==> config.mk <==
export PLATFORM = sky130hd
export DESIGN_NAME = ex_mem_stage_buf
export DESIGN_NICKNAME = d
export VERILOG_FILES = /design/src/rtl/ex_mem_stage_buf.sv
export SDC_FILE = /design/constraint.sdc
export NUM_CORES = 1
export LEC_CHECK = 0
export ABC_AREA = 1
export CAP_MARGIN = 20
export CORE_MARGIN = 3
export CORE_UTILIZATION = 30
export DETAILED_ROUTE_END_ITERATION = 10
export GPL_TIMING_DRIVEN = 0
export HOLD_SLACK_MARGIN = 0.05
export MAX_ROUTING_LAYER = met4
export SYNTH_ARGS = -nofsm -noshare
export SYNTH_HDL_FRONTEND = slang
export SYNTH_SLANG_ARGS = --single-unit
==> constraint.sdc <==
create_clock -name clk -period 6.9 [get_ports clk]
set_input_delay 0.69 -clock clk [delete_from_list [all_inputs] [get_ports clk]]
set_output_delay 0.69 -clock clk [all_outputs]
set_load 0.01 [all_outputs]
==> src/rtl/ex_mem_stage_buf.sv <==
// ex_mem_stage_buf: elastic EX/MEM stage, 2-entry skid buffer with flush, forwarding tap and stall counter
module ex_mem_stage_buf #(
    parameter int DATA_W       = 32,
    parameter int RA_W         = 5,
    parameter int CTRL_W       = 8,
    parameter int REGWRITE_BIT = 1,
    parameter int F3_W         = 4,
    parameter int CNT_W        = 16
) (
    input  logic              clk,
    input  logic              rst,
    input  logic              flush,
    input  logic              in_valid,
    output logic              in_ready,
    input  logic [CTRL_W-1:0] in_ctrl,
    input  logic [DATA_W-1:0] in_alu,
    input  logic [DATA_W-1:0] in_store,
    input  logic [RA_W-1:0]   in_rd,
    input  logic [F3_W-1:0]   in_f3,
    output logic              out_valid,
    input  logic              out_ready,
    output logic [CTRL_W-1:0] out_ctrl,
    output logic [DATA_W-1:0] out_alu,
    output logic [DATA_W-1:0] out_store,
    output logic [RA_W-1:0]   out_rd,
    output logic [F3_W-1:0]   out_f3,
    output logic              fwd_en,
    output logic [RA_W-1:0]   fwd_rd,
    output logic [DATA_W-1:0] fwd_data,
    output logic [1:0]        occupancy,
    output logic [CNT_W-1:0]  stall_cnt
);
    localparam int PW = CTRL_W + 2 * DATA_W + RA_W + F3_W;

    typedef enum logic [1:0] {EMPTY, ONE, FULL} state_t;

    state_t        state;
    logic [PW-1:0] main_q, skid_q, in_bus;
    logic          main_valid, skid_valid, in_fire;

    assign main_valid = state == ONE || state == FULL;
    assign skid_valid = state == FULL;
    // ready depends only on held state, so MEM back-pressure never reaches EX combinationally
    assign in_ready   = !skid_valid && !rst;
    assign in_fire    = in_valid && in_ready;
    assign out_valid  = main_valid;
    assign in_bus     = {in_ctrl, in_alu, in_store, in_rd, in_f3};
    assign {out_ctrl, out_alu, out_store, out_rd, out_f3} = main_q;
    assign fwd_en     = out_valid && out_ctrl[REGWRITE_BIT] && out_rd != '0;
    assign fwd_rd     = out_rd;
    assign fwd_data   = out_alu;
    assign occupancy  = {1'b0, main_valid} + {1'b0, skid_valid};

    always_ff @(posedge clk or posedge rst) begin
        if (rst) begin
            state     <= EMPTY;
            main_q    <= '0;
            skid_q    <= '0;
            stall_cnt <= '0;
        end else begin
            if (out_valid && !out_ready && stall_cnt != '1)
                stall_cnt <= stall_cnt + 1'b1;
            if (flush) begin
                state <= EMPTY;
            end else begin
                case (state)
                    EMPTY: if (in_fire) begin
                        main_q <= in_bus;
                        state  <= ONE;
                    end
                    ONE: if (in_fire && out_ready) begin
                        main_q <= in_bus;
                    end else if (in_fire) begin
                        skid_q <= in_bus;
                        state  <= FULL;
                    end else if (out_ready) begin
                        state <= EMPTY;
                    end
                    FULL: if (out_ready) begin
                        main_q <= skid_q;
                        state  <= ONE;
                    end
                    default: state <= EMPTY;
                endcase
            end
        end
    end
endmodule

==> results.py <==
metrics = {
    "outcome": {
        "run_status": "finished clean",
    },
    "timing": {
        "worst_slack_ns": 4.22,
        "worst_pin_slew_ns": 0.917,
        "hold_viol_final": 0,
        "finalCritPeriodShare_pct": 38.8,
        "fin_skew_ns": 0.00999,
        "max_freq_ghz": 0.373,
        "relSlewSlack_pct": 38.4,
        "fin_crit_ns": 2.68,
        "rsz0062_at_grt": "no",
        "setup_tns_ns": 0,
        "slew_violations": 0,
        "setup_violations": 0,
    },
    "drt": {
        "drc": 0,
        "viasPerCell": 4.49,
        "vias": 7349,
        "wl_per_cell_um": 15.4,
        "drt_iter0_drc": 495,
        "ant_nets": 0,
        "drt_wl_total_um": 25200,
        "drtPass1Iterations": 5,
    },
    "placement": {
        "portBuffers": 224,
        "dp_hpwl_um": 17700,
        "place_inst": 1604,
        "pre_cts_ws_ns": 3.84,
        "place.gp.congestion": 0.834,
    },
    "layout": {
        "areaGrowthSynthToFinish_pct": 39.3,
        "fill_cells": 2786,
        "stdcell_count": 1638,
        "finalNetCount": 1337,
        "drive_gt1_share_pct": 8.51,
    },
    "synthesis": {
        "yosysMostFrequentCell": "nand2_1",
        "synthMuxAreaShare_pct": 0,
        "synthArstFlopShare_pct": 100,
        "synth_edf_count": 0,
        "synth_common_cells": "306 x nand2_1, 180 x dfrtp_1, 100 x inv_1, 87 x o21ai_0, 86 x o21ai_1",
        "synth_top_flop_cell": "dfrtp_1",
        "netlist_instances": 1001,
        "yosys_warnings": 0,
        "yosysTopAreaCell": "dfrtp_1",
        "synth_compound_area_share_pct": 17.6,
        "synth_xor_area_share_pct": 0.822,
        "synth_area_leaders": "dfrtp_1 53%, nand2_1 13%, o21a_1 7.1%",
        "synth_fp_nets": 1093,
        "synth.avg_cell_area_sq_um": 8.52,
        "ys_seq_area_share_pct": 52.8,
        "synth_top_family_by_area": "compound AO/OA/AOI/OAI gates",
        "synth-simple-area-share_pct": 16.7,
        "yosys.area.top_type_share_pct": 52.8,
        "yosysUniqueCellTypes": 24,
        "ys_ff_latch": 180,
        "synth_fa_ha_area_share_pct": 0.881,
        "synthesis.area_sq_mm": 0.00852,
    },
    "cts": {
        "clock_sinks": 180,
        "numCtsBuffers": 17,
        "clock_path_buffers": 2,
        "htree_levels": 4,
        "postCtsHoldBufs": 0,
        "post_cts_buffers": 0,
        "root_buffer": "clkbuf_16",
        "clk_latency_ns": 0.44,
        "cts_tree": "built",
        "cts-resized-gates": 0,
        "path_clk_slew_ns": 0.07,
    },
    "worst_setup_path": {
        "slowest_delay_ns": 0.53,
        "cp_max_fo": 5,
        "path_cells": "inv_1 -> ha_1 -> nand3_1 -> inv_1 -> clkdlybuf4s50_1",
        "critPathSlowestCell": "clkdlybuf4s50_1",
        "cpMostUsedCell": "inv_1",
        "crit_family": "buffers and inverters",
        "crit_path_end_kind": "output pin",
        "startpoint_type": "flip-flop",
        "cp.buffers_inverters": 3,
        "critical_path_class": "flip-flop to output pin",
        "worstPathArrival_ns": 1.99,
        "required_ns": 6.21,
    },
    "floorplan": {
        "initial_core_util_pct": 30.6,
        "dieArea_sq_mm": 0.0305,
        "rows": 61,
        "ios": 225,
        "die_h_um": 175,
        "fp.coreArea_sq_mm": 0.0279,
        "die_w_um": 175,
    },
    "power_and_ir_drop": {
        "powerDensity_mw_per_mm2": 407,
        "p_seq_share_pct": 37.4,
        "pwr-share-comb_pct": 41.8,
        "ir_worst_vdd_v": 0.000179,
        "power_switching_mw": 1.70,
        "power_leakage_nw": 5.46,
        "p_int_mw": 3.14,
        "clkPwrFrac_pct": 20.8,
        "finalPower_mw": 4.84,
        "p_sw_share_pct": 35.0,
    },
    "grt": {
        "grt_usage_pct": 17.2,
        "grt_pass1_wl_um": 40600,
        "antenna_found_initial": 1,
        "grt_start_max_net_pins": 98,
        "grt_overflow_total": 0,
        "grt_pass1_vias": 7325,
    },
    "flow_run": {
        "drv_cap": 0,
    },
    "hold_path": {
        "hold_class": "flip-flop to flip-flop",
    },
}
==> stage by stage <==
stage / hold slack [ns] / instance area [sq um] / util (%)
after floorplan: 0.486 / 8520 / -
after global placement: 0.467 / 11200 / 40.3
after detailed placement: 0.473 / 11300 / 40.5
after CTS: 0.493 / 11900 / 42.6
after global routing: 0.516 / 11900 / 42.6
final: 0.486 / 11900 / 42.6
==> path summary, 6_finish.rpt <==
| check | from | depth (start not counted) | end | slack [ns] |
|---|---|---|---|---|
| setup / recovery | state[0] | 5 | fwd_en | 4.22 |
| hold / removal | main_q[1] | 2 | main_q[1] | 0.49 |
| setup reg to reg | state[0] | 7 | main_q[43] | 4.25 |
| hold reg to reg | main_q[1] | 2 | main_q[1] | 0.49 |
| max in group asynchronous | rst | 3 | main_q[80] | 5.20 |
| min in group asynchronous | rst | 2 | stall_cnt[15] | 0.80 |
==> layout make-up <==
cell class	instances	area (sq um)	area share [%]
Buffer	91	579	4.88
Inverter	101	387	3.26
Sequential cell	180	4500	37.9
Timing Repair Buffer	225	2270	19.1
Antenna cell	2	5.00	0.0421
Multi-Input combinational cell	629	3060	25.8
Tap cell	378	473	3.98
Clock buffer	18	439	3.70
Clock inverter	14	158	1.33
==> worst min-delay path, stage by stage, from the launching register on <==
cell	delay [ns]
dfrtp_1	0.34
nand2_1	0.05
o21ai_0	0.05
==> layer usage <==
layer	routed length (um)	track usage [%]	share of wire, %
met1	12000	23.3	47
met4	237	3.36	0.94
met3	1520	4.57	6.0
met5	0	-	0
met2	11500	26.3	46
==> layout by cell type (no fill, tap or decap), drive strengths merged <==
cell / Yosys / routed
nand3: 21 / 21
xor2: 8 / 8
o21ai: 175 / 175
inv: 101 / 108
nand4: 6 / 6
o21a: 81 / 81
dfrtp: 180 / 180
nor2: 21 / 21
nor4: 1 / 1
buf: 65 / 66
bufinv: 0 / 1
clkinvlp: 0 / 1
clkinv: 0 / 5
a21oi: 1 / 1
diode: 0 / 2
clkdlybuf4s50: 0 / 224
nand2: 307 / 307
nor3: 2 / 2
clkbuf: 26 / 44
ha: 6 / 6
==> logic make-up (layout without fill, tap and decap cells) <==
logic type | after synthesis | after routing
adders and majority gates | 6 | 6
xor gates and xnor gates | 8 | 8
AOI/OAI and AO/OA | 257 | 257
and+or+nand+nor | 358 | 358
other | 0 | 2
buffers and inverters | 192 | 449
DFF | 180 | 180
==> registers in the layout, indices dropped and copies added (netlist names) <==
register,cells
main_q,81
skid_q,81
stall_cnt,16
state,2
==> power by group through the flow <==
stage / sequential (mW) / clock [mW] / combinational [mW]
finish: 1.81 / 1.01 / 2.02
global route: 1.87 / 1.09 / 2.24
CTS: 1.81 / 1.04 / 2.06
detailed placement: 1.83 / 0 / 2.04
global placement: 1.82 / 0 / 2.01
floorplan: 1.89 / 0 / 0.926
Power figures use the tool's default switching activity.
